File: config.mk
export PLATFORM = sky130hd
export DESIGN_NAME = debounce_feed
export DESIGN_NICKNAME = d
export VERILOG_FILES = /design/src/rtl/debounce_pkg.sv /design/src/rtl/sync_chain.sv /design/src/rtl/debounce_feed.sv
export SDC_FILE = /design/constraint.sdc
export NUM_CORES = 1
export LEC_CHECK = 0
export ABC_CLOCK_PERIOD_IN_PS = 1650
export BUFFER_PORTS_ARGS = -buffer_cell sky130_fd_sc_hd__buf_2
export CORE_MARGIN = 10
export CORE_UTILIZATION = 50
export DETAILED_ROUTE_END_ITERATION = 10
export GPL_TIMING_DRIVEN = 1
export PLACE_DENSITY = 0.79
export REMOVE_ABC_BUFFERS = 1
export SYNTH_ARGS = -nofsm -noshare
export SYNTH_HDL_FRONTEND = slang
export SYNTH_HIERARCHICAL = 1
export SYNTH_SLANG_ARGS = --single-unit
File: constraint.sdc
create_clock -name clk -period 1.65 [get_ports clk]
set_input_delay 0.33 -clock clk [delete_from_list [all_inputs] [get_ports clk]]
set_output_delay 0.33 -clock clk [all_outputs]
set_load 0.005 [all_outputs]
File: src/rtl/debounce_pkg.sv
// Shared types and limits for the debounce_feed input conditioner.
package debounce_pkg;

  localparam int MIN_SYNC_STAGES   = 2;
  localparam int MIN_STABLE_CYCLES = 2;

  typedef enum logic [1:0] {
    STABLE_LO = 2'd0,
    CHECK_HI  = 2'd1,
    STABLE_HI = 2'd2,
    CHECK_LO  = 2'd3
  } state_t;

  function automatic logic is_check(input state_t st);
    return (st == CHECK_HI) || (st == CHECK_LO);
  endfunction

endpackage

File: src/rtl/sync_chain.sv
// Multi-flop synchroniser for a single asynchronous bit; clears to 0 on reset.
module sync_chain
  import debounce_pkg::*;
#(
  parameter int STAGES = 2
) (
  input  logic clk,
  input  logic rst_n,
  input  logic din,
  output logic dout
);

  if (STAGES < MIN_SYNC_STAGES) begin : g_bad_stages
    $fatal(1, "sync_chain: STAGES must be at least 2");
  end

  logic [STAGES-1:0] sync_q;
  logic [STAGES-1:0] sync_d;

  always_comb begin
    sync_d = {sync_q[STAGES-2:0], din};
  end

  always_ff @(posedge clk or negedge rst_n) begin
    if (!rst_n) sync_q <= '0;
    else        sync_q <= sync_d;
  end

  assign dout = sync_q[STAGES-1];

endmodule

File: src/rtl/debounce_feed.sv
// Synchronises and debounces a raw input, producing a clean level d and a
// one-cycle gate strobe en for a downstream level-sensitive latch.
module debounce_feed
  import debounce_pkg::*;
#(
  parameter int SYNC_STAGES   = 2,
  parameter int STABLE_CYCLES = 16,
  parameter int GLITCH_W      = 8
) (
  input  logic                clk,
  input  logic                rst_n,
  input  logic                din,
  input  logic                freeze,
  output logic                d,
  output logic                en,
  output logic                busy,
  output logic [GLITCH_W-1:0] glitch_cnt
);

  if (SYNC_STAGES < MIN_SYNC_STAGES) begin : g_bad_sync
    $fatal(1, "debounce_feed: SYNC_STAGES must be at least 2");
  end
  if (STABLE_CYCLES < MIN_STABLE_CYCLES) begin : g_bad_stable
    $fatal(1, "debounce_feed: STABLE_CYCLES must be at least 2");
  end

  localparam int CW = $clog2(STABLE_CYCLES + 1);
  localparam logic [CW-1:0] CNT_MAX = CW'(STABLE_CYCLES);

  function automatic logic [GLITCH_W-1:0] sat_inc(input logic [GLITCH_W-1:0] v);
    return (&v) ? v : v + GLITCH_W'(1);
  endfunction

  logic s;

  sync_chain #(.STAGES(SYNC_STAGES)) u_sync (
    .clk  (clk),
    .rst_n(rst_n),
    .din  (din),
    .dout (s)
  );

  state_t              state_q, state_d;
  logic [CW-1:0]       cnt_q, cnt_d;
  logic                d_q, d_d;
  logic                en_q, en_d;
  logic                busy_q, busy_d;
  logic [GLITCH_W-1:0] glitch_q, glitch_d;

  always_comb begin
    state_d  = state_q;
    cnt_d    = cnt_q;
    d_d      = d_q;
    en_d     = 1'b0;
    glitch_d = glitch_q;
    unique case (state_q)
      STABLE_LO: begin
        if (s) begin
          state_d = CHECK_HI;
          cnt_d   = CW'(1);
        end
      end
      CHECK_HI: begin
        if (!s) begin
          state_d  = STABLE_LO;
          cnt_d    = '0;
          glitch_d = sat_inc(glitch_q);
        end else if (cnt_q < CNT_MAX) begin
          cnt_d = cnt_q + CW'(1);
        end else if (!freeze) begin
          state_d = STABLE_HI;
          d_d     = 1'b1;
          en_d    = 1'b1;
          cnt_d   = '0;
        end
      end
      STABLE_HI: begin
        if (!s) begin
          state_d = CHECK_LO;
          cnt_d   = CW'(1);
        end
      end
      CHECK_LO: begin
        if (s) begin
          state_d  = STABLE_HI;
          cnt_d    = '0;
          glitch_d = sat_inc(glitch_q);
        end else if (cnt_q < CNT_MAX) begin
          cnt_d = cnt_q + CW'(1);
        end else if (!freeze) begin
          state_d = STABLE_LO;
          d_d     = 1'b0;
          en_d    = 1'b1;
          cnt_d   = '0;
        end
      end
      default: begin
        state_d = STABLE_LO;
        cnt_d   = '0;
      end
    endcase
    // busy is registered from the next state so it lines up with the FSM
    busy_d = is_check(state_d);
  end

  always_ff @(posedge clk or negedge rst_n) begin
    if (!rst_n) begin
      state_q  <= STABLE_LO;
      cnt_q    <= '0;
      d_q      <= 1'b0;
      en_q     <= 1'b0;
      busy_q   <= 1'b0;
      glitch_q <= '0;
    end else begin
      state_q  <= state_d;
      cnt_q    <= cnt_d;
      d_q      <= d_d;
      en_q     <= en_d;
      busy_q   <= busy_d;
      glitch_q <= glitch_d;
    end
  end

  assign d          = d_q;
  assign en         = en_q;
  assign busy       = busy_q;
  assign glitch_cnt = glitch_q;

endmodule

* Yosys cells after proc, flatten, opt, wreduce, memory -nomap -nowiden
Cells that the tools add are included.
** Word-level totals
- Bits in registers :: 20
- Latch bits :: 0
- Memory bits (writable) :: 0
- Memory bits (read-only) :: 0
- Input bits :: 4
- Output and inout bits :: 11
- Logic and storage cells :: 64
- Memories :: 0
** Cells by class
- $add $sub $neg :: 2
- Multiply operators :: 0
- Div/mod/pow operators :: 0
- $lt $le $gt $ge :: 1
- Equality and inequality tests :: 15
- Shifts and indexed selects :: 0
- Mux-type cells :: 32
- Bitwise logic cells :: 0
- Reduce and logical (&&, ||, !) cells :: 7
** Operators by type and width (number)
- 5-bit two-way mux :: 6
- 8-bit two-way mux :: 3
- 5-bit one-hot mux with 4 select lines :: 1
- 2-bit two-way mux :: 8
- 8-bit one-hot mux with 2 select lines :: 1
- 2-bit != test (second input constant) :: 7
- 1-bit two-way mux :: 10
- 8-bit by 1-bit adder with 8-bit output (second input constant) :: 1
- 2-bit one-hot mux with 4 select lines :: 1
- 8-bit AND reduction :: 1
- 7-bit AND reduction :: 1
- 2-bit equality test (second input constant) :: 3
- 2-bit by 1-bit != test with 1-bit output (second input constant) :: 3
- 5-bit by 1-bit adder with 5-bit output (second input constant) :: 1
- 5-bit less-than comparator (second input constant) :: 1
- 2-bit by 1-bit equality test with 1-bit output (second input constant) :: 2
- 1-bit one-hot mux with 2 select lines :: 2
- 3-bit AND reduction :: 1
- 2-bit logical NOT :: 1
- 2-bit AND reduction :: 1
- 2-bit nonzero test :: 1
- 1-bit logical OR :: 1

* Logic depth before layout (Yosys ltp)
Gate-level depths: netlist (run 1).
- Word-level depth :: 6
- Depth in mapped cells :: 5
- Mapped depth without buffers :: 5

* Cells and area by module
The synthesis (run 1) kept the hierarchy.
** Modules (own cells, without submodules)
- debounce_feed :: times used 1, cells each 89, area an instance 923.4 µm², sequential area each 450.4 µm²
- sync_chain :: times used 1, cells each 2, area an instance 50.0 µm², sequential area each 50.0 µm²

* Worst setup path before layout (run 1)
No wires, ideal clock.
- Kind :: reg-to-reg
- Start point :: register state_q[1]
- End point :: register glitch_q[7] (netlist: glitch_cnt[7])
- Library setup time :: 125 ps
- Arrival :: 1343 ps
- Required time :: 1525 ps
- Setup slack :: 182 ps
- Stages on the path, launching flop included :: 5
- Buffers on the path :: 0
- Period minus slack after synthesis :: 1468 ps
- Cell sequence :: dfrtp_1 > xnor2_4 > nand2_1 > nor3_2 > mux2_4
** On the way
- Longest elaborated chain between the ends :: 3
- Elaborated cells between the ends (all ways) :: 7
- Those cells by class :: 4 x eq/ne; 1 x mux; 2 x reduce/logical
** RTL lines
- from (decl) :: RTL line debounce_feed.sv:43 : state_t state_q, state_d;
- from (signal assigned) :: RTL line debounce_feed.sv:115 : state_q <= state_d;
- 2-bit by 1-bit equality test with 1-bit output or 2-bit equality test (tied branches) :: RTL line debounce_feed.sv:56 : unique case (state_q)
- 2-bit != test (no source line) (tied with other cells)
- 3-bit AND reduction (no source line)
- to (signal assigned) :: RTL line debounce_feed.sv:120 : glitch_q <= glitch_d;
- to (decl) :: RTL line debounce_feed.sv:48 : logic [GLITCH_W-1:0] glitch_q, glitch_d;
Several ways; a longest one is shown, not always the timed one.
A chain may end at the register's enable or synchronous reset.

* Worst setup path after layout (run 1)
- Start point :: register u_sync.sync_q[1]
- End point :: register glitch_q[7] (netlist: glitch_cnt[7])
** On the way
- Longest elaborated chain between the ends :: 2
- Elaborated cells between the ends (all ways) :: 3
- Those cells by class :: 2 x eq/ne; 1 x reduce/logical
** RTL lines
- from (decl) :: RTL line sync_chain.sv:17 : logic [STAGES-1:0] sync_q;
- from (signal assigned) :: RTL line sync_chain.sv:26 : else sync_q <= sync_d;
- 2-bit != test (no source line) or 2-bit by 1-bit != test with 1-bit output (tied branches)
- 3-bit AND reduction (no source line) (*)
Every way passes the cells marked *; elsewhere a longest branch is shown, timed or not.

==> run_results.csv, run 1 <==
group,metric,value,unit
outcome,outcome,"completed",
floorplan,die_area,0.004112,mm²
cells_and_area,nNetsFinal,117,
sta,totalNegativeSetupSlack,0,ns
job,drv_cap,0,
placement,finalWeightedCongestion,0.7941,
detailed_routing,viasPerCell,5.163,
yosys,syn_avg_cell_area,10.70,µm²
worst_setup_path,cpLargestDelayFamily,"flip-flops",
sta,clock.fmax,661.7,MHz
yosys,yosys-top-cells-count,"dfrtp_1, nand2_1, nand3_1",
yosys,synth_area_leader_cell,"dfrtp_1",
detailed_routing,initialDrtViolationCount,32,
cells_and_area,areaGrowthSynthToFinish,15.94,%
floorplan,dieWidth,64.13,µm
grt,antenna_found_initial,0,
floorplan,start_util,0.5460,
pwr,power.total,1241,µW
worst_setup_path,setup.worst_path.class,"reg2reg",
worst_setup_path,cp_slowest_cell,"dfrtp_1",
sta,hold_viol,0,
grt,grt_usage,0.09204,
floorplan,rows,15,
pwr,ir_drop,0.7976,mV
cells_and_area,drive_gt1_frac,0.2636,
worst_setup_path,path_cells,"xnor2_4, nand2_1, nor3_2, mux2_4",
sta,max-slew-margin-rel,0.7090,
grt,grt_first_pass_wirelength,3.146,mm
cts,ctsResizeCount,0,
yosys,synth_top_area_share,0.5141,
pwr,powerDensity,1100,mW/mm²
floorplan,die_h,64.13,µm
worst_setup_path,start_kind,"register",
yosys,synthArstFlopShare,1.000,
floorplan,design.core.area,0.001783,mm²
sta,setup_viol,0,
cts,cts_root_buf,"clkbuf_4",
min_path,min-delay-path-class,"in2reg",
sta,fin_crit_sh,0.9159,
sta,slew_viol_final,0,
cts,numCtsBuffers,3,
pwr,power.static_leakage,0.0005232,µW
grt,grt_pass1_vias,704,
grt,grt_max_degree,21,
sta,rsz0062_at_grt,"false",
detailed_routing,wirelength,1.743,mm
detailed_routing,post_drt_wl_per_cell,12.91,µm
yosys,synth.most_common_cell,"dfrtp_1",
worst_setup_path,path_buf_inv,0,
cts,clock_path_buffers,2,
detailed_routing,antenna_left,0,
detailed_routing,via_count,697,
placement,numPortBuffers,14,
yosys,netlist-cell-type-count,27,
detailed_routing,drc,0,
yosys,ys_seq_elements,20,
cts,htreeDepth,1,
yosys,yosysSeqAreaShare,0.5141,
worst_setup_path,endpoint_kind,"register",
cells_and_area,nFillCells,142,
yosys,synthCells,91,
floorplan,ios,15,
sta,worst_pin_slew,0.4364,ns
yosys,synth_ff_type,"dfrtp_1",
cells_and_area,final_cells,135,
cells_and_area,final_util,0.6330,
cells_and_area,diodes,0,
yosys,ys_top_cells_by_area,"dfrtp_1, nand3_1, nand2_1",
cts,cts_tree,"done",
placement,dp_hpwl,1.302,mm
placement,dp_cells,128,
grt,grt_overflow_total,0,
yosys,ys_warn_count,6,
worst_setup_path,worstPathRequired,1.85,ns
worst_setup_path,worst-path-max-fanout,6,
cts,cts.clk_slew.worst_paths,0.10,ns
cts,insertion_delay,0.30,ns
sta,post-route-min-period,1.511,ns
cts,cts.sinks,20,
yosys,netlist_area,973.4,µm²
yosys,synth_edf_count,0,
detailed_routing,first_pass_iters,4,
sta,finClkSkew,0.003216,ns
worst_setup_path,slowest_delay,0.51,ns
worst_setup_path,crit_arrival,1.71,ns
## layout by cell type (no fill, tap or decap), drive strengths merged
cell | netlist | layout
dfrtp | 20 | 20
nand3 | 9 | 9
xnor2 | 5 | 5
dlygate4sd3 | 0 | 1
nand4 | 3 | 3
and3b | 1 | 1
nor2b | 1 | 1
clkbuf | 2 | 4
o211ai | 1 | 1
o22ai | 2 | 2
a31o | 1 | 1
mux2 | 3 | 3
a31oi | 2 | 2
nand2 | 11 | 11
nand3b | 1 | 1
xor2 | 4 | 4
a21oi | 1 | 1
ha | 2 | 2
a21o | 1 | 1
o21ai | 7 | 7
buf | 0 | 16
and3 | 1 | 1
nor3 | 3 | 3
nor2 | 8 | 8
inv | 2 | 2
## flip-flops by register name, summed over array words and instances (netlist names)
name           cells
cnt_q              5
en                 1
glitch_cnt         8
state_q            2
d                  1
u_sync/sync_q      2
busy               1
## routing by layer
metal / track usage / part of all wire / up-vias
li1: - / - / 357
met1: 0.1049 / 0.47 / 322
met2: 0.1443 / 0.45 / 13
met3: 0.04704 / 0.066 / 5
met4: 0.03476 / 0.011 / 0
met5: 0 / 0 / -
## worst paths after layout
path | startpoint | end | slack, ns | cells past startpoint
min | din | u_sync/sync_q[0]$_DFF_PN0_ | 0.13 | 1
max in group asynchronous | rst_n | state_q[0]$_DFF_PN0_ | 0.86 | 2
max | u_sync/sync_q[1]$_DFF_PN0_ | glitch_cnt[7]$_DFFE_PN0P_ | 0.14 | 4
min reg2reg | u_sync/sync_q[0]$_DFF_PN0_ | u_sync/sync_q[1]$_DFF_PN0_ | 0.37 | 0
min in group asynchronous | rst_n | cnt_q[4]$_DFFE_PN0P_ | 0.49 | 2
max reg2reg | u_sync/sync_q[1]$_DFF_PN0_ | glitch_cnt[7]$_DFFE_PN0P_ | 0.14 | 4
## timing repair
action / in CTS / in global routing
setup endpoints to repair: 0 / 1
setup buffers: 0 / 2
hold buffers: 1 / 0
hold endpoints to repair: 20 / 0
## report_power, final
part / switching, µW / leakage (µW) / total [µW] / internal, µW
registers: 115 / 0.000252 / 686 / 571
logic: 132 / 0.000250 / 278 / 146
clock network: 143 / 0.0000210 / 277 / 135
total: 389 / 0.000523 / 1240 / 852
## through the flow
stage               hold slack (ns)  worst slack [ns]  instance area (µm²)
global route                 0.1148           0.03850                 1129
floorplan                   0.03441            0.1739                965.9
CTS                          0.1204           0.05260                 1114
global placement             0.2962            0.1218                 1067
detailed placement           0.3034           0.06795                 1067
finish                       0.1284            0.1388                 1129
## cell families after synthesis
kind of cell	count (synthesis)	synth area share
and+or+nand+nor	38	0.2018
DFF	20	0.5141
AOI/OAI and AO/OA	15	0.09639
xor gates and xnor gates	9	0.1080
buffers and inverters	4	0.01543
muxes	3	0.03855
adders and majority gates	2	0.02570
## cell type report
cell class	count	area [µm²]	area share
repair buffers	17	95.09	0.08426
inverters	2	7.507	0.006652
multi-input cells	67	457.9	0.4058
flip-flops and latches	20	500.5	0.4435
clock buffers	4	36.28	0.03215
well taps	25	31.28	0.02772
Note: power is estimated with default switching activity, not from simulation.
==> inputs of run 2 (changes only) <==
--- a/config.mk
+++ b/config.mk
@@ -5,13 +5,13 @@
 export SDC_FILE = /design/constraint.sdc
 export NUM_CORES = 1
 export LEC_CHECK = 0
-export ABC_CLOCK_PERIOD_IN_PS = 1650
-export BUFFER_PORTS_ARGS = -buffer_cell sky130_fd_sc_hd__buf_2
+export ABC_CLOCK_PERIOD_IN_PS = 1350
 export CORE_MARGIN = 10
 export CORE_UTILIZATION = 50
 export DETAILED_ROUTE_END_ITERATION = 10
+export DONT_BUFFER_PORTS = 1
 export GPL_TIMING_DRIVEN = 1
-export PLACE_DENSITY = 0.79
+export PLACE_DENSITY = 0.75
 export REMOVE_ABC_BUFFERS = 1
 export SYNTH_ARGS = -nofsm -noshare
 export SYNTH_HDL_FRONTEND = slang
==> constraint.sdc (replaced) <==
create_clock -name clk -period 1.35 [get_ports clk]
set_input_delay 0.27 -clock clk [delete_from_list [all_inputs] [get_ports clk]]
set_output_delay 0.27 -clock clk [all_outputs]
set_load 0.005 [all_outputs]
==> run 2 against run 1 <==
Compared with the run above: the flow now finishes with violations (negative setup slack); register-to-register slack lost 0.16 ns; flip-flop and latch count unchanged; sequential power rose by 17%; cell count increased by 1.5%; count of clock-buffer cells in the layout unchanged; die area stayed put; clock skew decreased by 0.0018 ns; non-clock buffer count up 2; global-route usage increased by 1.0 points; via count rose by 9.5%; highest routed layer unchanged.
==> run_results.csv, run 2 (synthesis results as in run 1) <==
group,metric,value,unit
floorplan,die_area,0.004112,mm²
floorplan,ios,15,
outcome,failed_checks,"negative setup slack",
detailed_routing,post_drt_wl_per_cell,15.31,µm
sta,rsz0062_at_grt,"true",
cells_and_area,final_common_cell,"dfrtp_1",
worst_setup_path,slowest_delay,0.38,ns
placement,dp_hpwl,1.475,mm
detailed_routing,antenna_left,0,
placement,numPortBuffers,0,
cells_and_area,final_util,0.6835,
pwr,ir_drop,0.9576,mV
worst_setup_path,endpoint_kind,"register",
cells_and_area,area.sequential,503.0,µm²
cells_and_area,nNetsFinal,119,
pwr,power.total,1646,µW
cts,cts_root_buf,"clkbuf_4",
detailed_routing,via_count,763,
outcome,outcome,"complete, but fails checks",
grt,grt_first_pass_wirelength,3.498,mm
min_path,min-delay-path-class,"in2reg",
detailed_routing,wirelength,2.098,mm
sta,setup_viol,1,
worst_setup_path,cp_slowest_cell,"dfrtp_1",
cells_and_area,largest_reg_flops,8,
sta,worst_pin_slew,0.8835,ns
sta,max-slew-margin-rel,0.4090,
worst_setup_path,setup.worst_path.class,"reg2reg",
detailed_routing,initialDrtViolationCount,22,
worst_setup_path,r2r-start,"glitch_cnt[0]$_DFFE_PN0P_",
worst_setup_path,reg2regPathDepth,4,
sta,layout_setup_ws,-0.01650,ns
worst_setup_path,start_kind,"register",
grt,grt_usage,0.1025,
sta,post-route-min-period,1.366,ns
worst_setup_path,path_cells,"ha_2, nand3_2, o211ai_4, mux2_4",
cts,cts.clk_slew.worst_paths,0.11,ns
grt,grt_max_degree,21,
cts,clock_path_buffers,2,
sta,slew_viol_final,0,
cts,htreeDepth,1,
floorplan,rows,15,
cells_and_area,mostFrequentLayoutCells,"dfrtp_1, buf_4, nand2_1",
cts,insertion_delay,0.29,ns
floorplan,dieWidth,64.13,µm
cts,numCtsBuffers,3,
floorplan,design.core.area,0.001783,mm²
cts,cts_tree,"done",
detailed_routing,drc,0,
sta,finClkSkew,0.001430,ns
job,drv_cap,0,
sta,fin_crit_sh,1.012,
grt,grt_pass1_vias,780,
min_path,hold-path-cell-count,2,
min_path,hold_path_end,"en$_DFF_PN0_",
min_path,hold_start,"freeze",
pwr,powerDensity,1351,mW/mm²
placement,finalWeightedCongestion,0.7885,
sta,hold_viol,0,
worst_setup_path,rrSetupSlack,-0.02,ns
pwr,power.static_leakage,0.0005503,µW
floorplan,die_h,64.13,µm
cells_and_area,drive_gt1_frac,0.3125,
floorplan,start_util,0.5460,
worst_setup_path,worst-path-max-fanout,4,
cells_and_area,nFillCells,147,
cells_and_area,multi_input_area,489.2,µm²
worst_setup_path,crit_arrival,1.55,ns
cts,cts.sinks,20,
cells_and_area,diodes,0,
worst_setup_path,regToRegEndpoint,"glitch_cnt[1]$_DFFE_PN0P_",
worst_setup_path,worstPathRequired,1.54,ns
detailed_routing,viasPerCell,5.569,
grt,grt_overflow_total,0,
sta,clock.fmax,731.8,MHz
grt,antenna_found_initial,0,
detailed_routing,first_pass_iters,5,
cells_and_area,areaGrowthSynthToFinish,25.19,%
==> run 2: worst max-delay path: cells and delay by family, from the launching register on <==
kind | cells | cell delay, ns
flip-flops | 1 | 0.38
adder cells (fa/ha/maj) | 1 | 0.20
AO/OA/AOI/OAI | 1 | 0.25
AND/OR/NAND/NOR | 1 | 0.11
multiplexers | 1 | 0.32
==> run 2: area by class of cell <==
cell class | instances | share of cell area
repair buffers | 19 | 0.1242
multi-input cells | 67 | 0.4014
well taps | 25 | 0.02567
flip-flops and latches | 20 | 0.4127
inverters | 2 | 0.006160
clock buffers | 4 | 0.02977
==> run 2: power by group <==
part	total (µW)	switching (µW)	internal (µW)
combinational	506	238	268
clock	337	173	164
sequential	803	105	698
total	1650	516	1130
==> run 2: worst max path at each step <==
stage / from / to / depth (start not counted)
6_report: glitch_cnt[0]$_DFFE_PN0P_ / glitch_cnt[1]$_DFFE_PN0P_ / 4
5_1_grt: glitch_cnt[0]$_DFFE_PN0P_ / glitch_cnt[1]$_DFFE_PN0P_ / 4
4_1_cts: glitch_cnt[0]$_DFFE_PN0P_ / glitch_cnt[1]$_DFFE_PN0P_ / 4
3_5_place_dp: glitch_cnt[0]$_DFFE_PN0P_ / glitch_cnt[1]$_DFFE_PN0P_ / 4
3_3_place_gp: state_q[1]$_DFF_PN0_ / glitch_cnt[7]$_DFFE_PN0P_ / 4
2_1_floorplan: state_q[1]$_DFF_PN0_ / glitch_cnt[7]$_DFFE_PN0P_ / 4
==> run 2: stage by stage <==
stage | cell area [µm²] | hold slack [ns] | instances | setup TNS, ns | worst slack, ns
2_1_floorplan | 965.9 | -0.02559 | 89 | -0.1754 | -0.1261
3_3_place_gp | 1110 | -0.02482 | 129 | -0.009141 | -0.009141
3_5_place_dp | 1110 | -0.02481 | 129 | -0.05680 | -0.03307
4_1_cts | 1196 | 0.1839 | 136 | -0.02909 | -0.02909
5_1_grt | 1219 | 0.1903 | 137 | -0.2051 | -0.06174
6_report | 1219 | 0.1868 | 137 | -0.01650 | -0.01650
==> run 2: what timing repair did <==
| action | in CTS | in global routing |
|---|---|---|
| hold buffers | 2 | 0 |
| setup endpoints to repair | 4 | 9 |
| setup buffers | 1 | 1 |
| pin swaps | 3 | 5 |
| resized for setup | 6 | 2 |
| endpoints found under the hold margin | 21 | 0 |
==> run 2: metal layers <==
| layer | vias to the layer above | share of wire | GRT usage |
|---|---|---|---|
| met3 | 2 | 0.047 | 0.02962 |
| met5 | - | 0 | 0 |
| li1 | 363 | - | - |
| met2 | 13 | 0.53 | 0.1841 |
| met1 | 385 | 0.42 | 0.1113 |
| met4 | 0 | 0.0062 | 0.03743 |
==> inputs of run 3 (changes only) <==
--- a/config.mk
+++ b/config.mk
@@ -5,7 +5,7 @@
 export SDC_FILE = /design/constraint.sdc
 export NUM_CORES = 1
 export LEC_CHECK = 0
-export ABC_CLOCK_PERIOD_IN_PS = 1350
+export ABC_CLOCK_PERIOD_IN_PS = 1100
 export CORE_MARGIN = 10
 export CORE_UTILIZATION = 50
 export DETAILED_ROUTE_END_ITERATION = 10
==> constraint.sdc (replaced) <==
create_clock -name clk -period 1.1 [get_ports clk]
set_input_delay 0.22 -clock clk [delete_from_list [all_inputs] [get_ports clk]]
set_output_delay 0.22 -clock clk [all_outputs]
set_load 0.005 [all_outputs]
==> run 3 against run 2 <==
Compared with the run above: the run still ends with negative setup slack left; worst setup slack worse by 0.29 ns; register-to-register slack worse by 0.29 ns; final area is 23% higher; via count is 19% higher; flip-flop and latch count stayed put; global-route usage is 3.9 points higher; sequential share of layout area is 7.4 points lower; routed wire length is 40% higher; combinational power is 96% higher; utilization is 16 points higher; maximum frequency is 2.8% lower; non-clock buffer count is 20 higher; critical endpoint is now glitch_cnt[7]$_DFFE_PN0P_; largest cell class is now multi-input gates; highest routed layer unchanged.
==> run_results.csv, run 3 (synthesis results as in run 1) <==
group,metric,value,unit
sta,fin_crit_sh,1.279,
grt,grt_overflow_total,0,
cells_and_area,final_util,0.8407,
cells_and_area,largest_reg_flops,8,
placement,dp_cells,145,
cts,insertion_delay,0.31,ns
floorplan,design.core.area,0.001783,mm²
placement,post_dp_cell_area,0.001230,mm²
floorplan,start_util,0.5460,
worst_setup_path,start_kind,"register",
placement,numPortBuffers,0,
sta,max-slew-margin-rel,0.4158,
sta,slew_viol_final,0,
cells_and_area,nNetsFinal,139,
cells_and_area,mostFrequentLayoutCells,"buf_4, dfrtp_1, buf_6",
sta,finClkSkew,0.01036,ns
sta,worst_pin_slew,0.8763,ns
worst_setup_path,path_buf_inv,0,
worst_setup_path,worstPathRequired,1.32,ns
cells_and_area,final_common_cell,"buf_4",
floorplan,ios,15,
cts,htreeDepth,1,
pwr,power.static_leakage,0.0006841,µW
cells_and_area,areaGrowthSynthToFinish,53.98,%
worst_setup_path,setup.worst_path.class,"reg2reg",
grt,grt_first_pass_wirelength,4.623,mm
cells_and_area,final_cells,157,
detailed_routing,via_count,906,
floorplan,rows,15,
grt,antenna_found_initial,0,
detailed_routing,drc,0,
min_path,min-delay-path-class,"in2async",
cts,cts.clk_slew.worst_paths,0.12,ns
worst_setup_path,endpoint_kind,"register",
sta,hold_slack,0.07400,ns
floorplan,die_h,64.13,µm
detailed_routing,post_drt_wl_per_cell,18.64,µm
grt,grt_max_degree,21,
job,drv_cap,0,
worst_setup_path,path_cells,"xnor2_4, nand2_1, nor3_2, mux2_4",
cells_and_area,drive_gt1_frac,0.5455,
cells_and_area,multi_input_area,561.8,µm²
pwr,power.total,2469,µW
floorplan,die_area,0.004112,mm²
sta,hold_viol,0,
pwr,powerDensity,1647,mW/mm²
cts,cts.sinks,20,
sta,post-route-min-period,1.407,ns
worst_setup_path,cp_slowest_cell,"dfrtp_2",
pwr,ir_drop,1.209,mV
cts,clock_path_buffers,2,
detailed_routing,first_pass_iters,4,
floorplan,dieWidth,64.13,µm
worst_setup_path,slowest_delay,0.47,ns
cts,cts_root_buf,"clkbuf_4",
cells_and_area,diodes,0,
sta,rsz0062_at_grt,"true",
grt,grt_usage,0.1416,
outcome,failed_checks,"negative setup slack",
sta,layout_setup_ws,-0.3066,ns
sta,clock.fmax,710.9,MHz
detailed_routing,initialDrtViolationCount,41,
placement,dp_hpwl,1.646,mm
detailed_routing,wirelength,2.927,mm
placement,finalWeightedCongestion,0.7475,
worst_setup_path,crit_arrival,1.62,ns
cts,cts_tree,"done",
cts,numCtsBuffers,3,
grt,grt_pass1_vias,952,
outcome,outcome,"complete, but fails checks",
cells_and_area,fin_area,0.001499,mm²
detailed_routing,antenna_left,0,
cells_and_area,area.sequential,508.0,µm²
detailed_routing,viasPerCell,5.771,
cells_and_area,nFillCells,96,
worst_setup_path,worst-path-max-fanout,5,
sta,setup_viol,20,
worst_setup_path,cpLargestDelayFamily,"flip-flops",
## run 3: cell count changes in the layout (fill, tap and decap cells not counted), moves of 4 or more
cell,delta
buf_6,+10
nor2_2,+4
buf_4,+9
nor2_1,-4
dfrtp_2,+4
dfrtp_1,-4
## run 3: cell type report
type                    instances  area share
flip-flops and latches         20      0.3389
inverters                       2    0.005008
repair buffers                 39      0.2362
multi-input cells              67      0.3748
well taps                      25     0.02087
clock buffers                   4     0.02421
## run 3: path summary, 6_finish.rpt
| check | startpoint | endpoint | slack (ns) | depth (start not counted) |
|---|---|---|---|---|
| max | u_sync/sync_q[1]$_DFF_PN0_ | glitch_cnt[7]$_DFFE_PN0P_ | -0.31 | 4 |
| min | rst_n | glitch_cnt[5]$_DFFE_PN0P_ | 0.07 | 1 |
| max reg2reg | u_sync/sync_q[1]$_DFF_PN0_ | glitch_cnt[7]$_DFFE_PN0P_ | -0.31 | 4 |
| min reg2reg | u_sync/sync_q[0]$_DFF_PN0_ | u_sync/sync_q[1]$_DFF_PN0_ | 0.38 | 0 |
| max in group asynchronous | rst_n | glitch_cnt[2]$_DFFE_PN0P_ | 0.43 | 1 |
| min in group clk | freeze | cnt_q[2]$_DFFE_PN0P_ | 0.12 | 2 |
## run 3: repair_timing
| item | 4_1_cts | 5_1_grt |
|---|---|---|
| resized for setup | 29 | 13 |
| setup buffers | 6 | 2 |
| setup endpoints to repair | 18 | 44 |
| hold buffers | 2 | 0 |
| pin swaps | 10 | 7 |
| hold endpoints to repair | 21 | 0 |
## run 3: worst register-to-register path, delay by kind of cell (launching register included)
family / cells / cell delay, ns
XOR/XNOR: 1 / 0.23
AND/OR/NAND/NOR: 2 / 0.30
multiplexers: 1 / 0.31
flip-flops: 1 / 0.47
## run 3: through the flow
step                      setup WS (ns)  TNS (ns)
after detailed placement        -0.3067    -2.685
after floorplan                 -0.3761    -1.776
final                           -0.3066    -3.115
after CTS                       -0.2791    -2.936
after global routing            -0.3708    -4.134
after global placement          -0.2541    -2.141
## run 3: report_power, final
part | switching (µW) | internal, µW
combinational | 424 | 570
clock | 241 | 202
sequential | 163 | 869
total | 828 | 1640
## run 3: metal layers
layer  wire length, µm  vias up  GRT usage
met5                 0        -          0
met4               121        0    0.07487
met3               162       13    0.05052
met2              1489       30     0.2326
met1              1153      457     0.1573
li1                  -      406          -
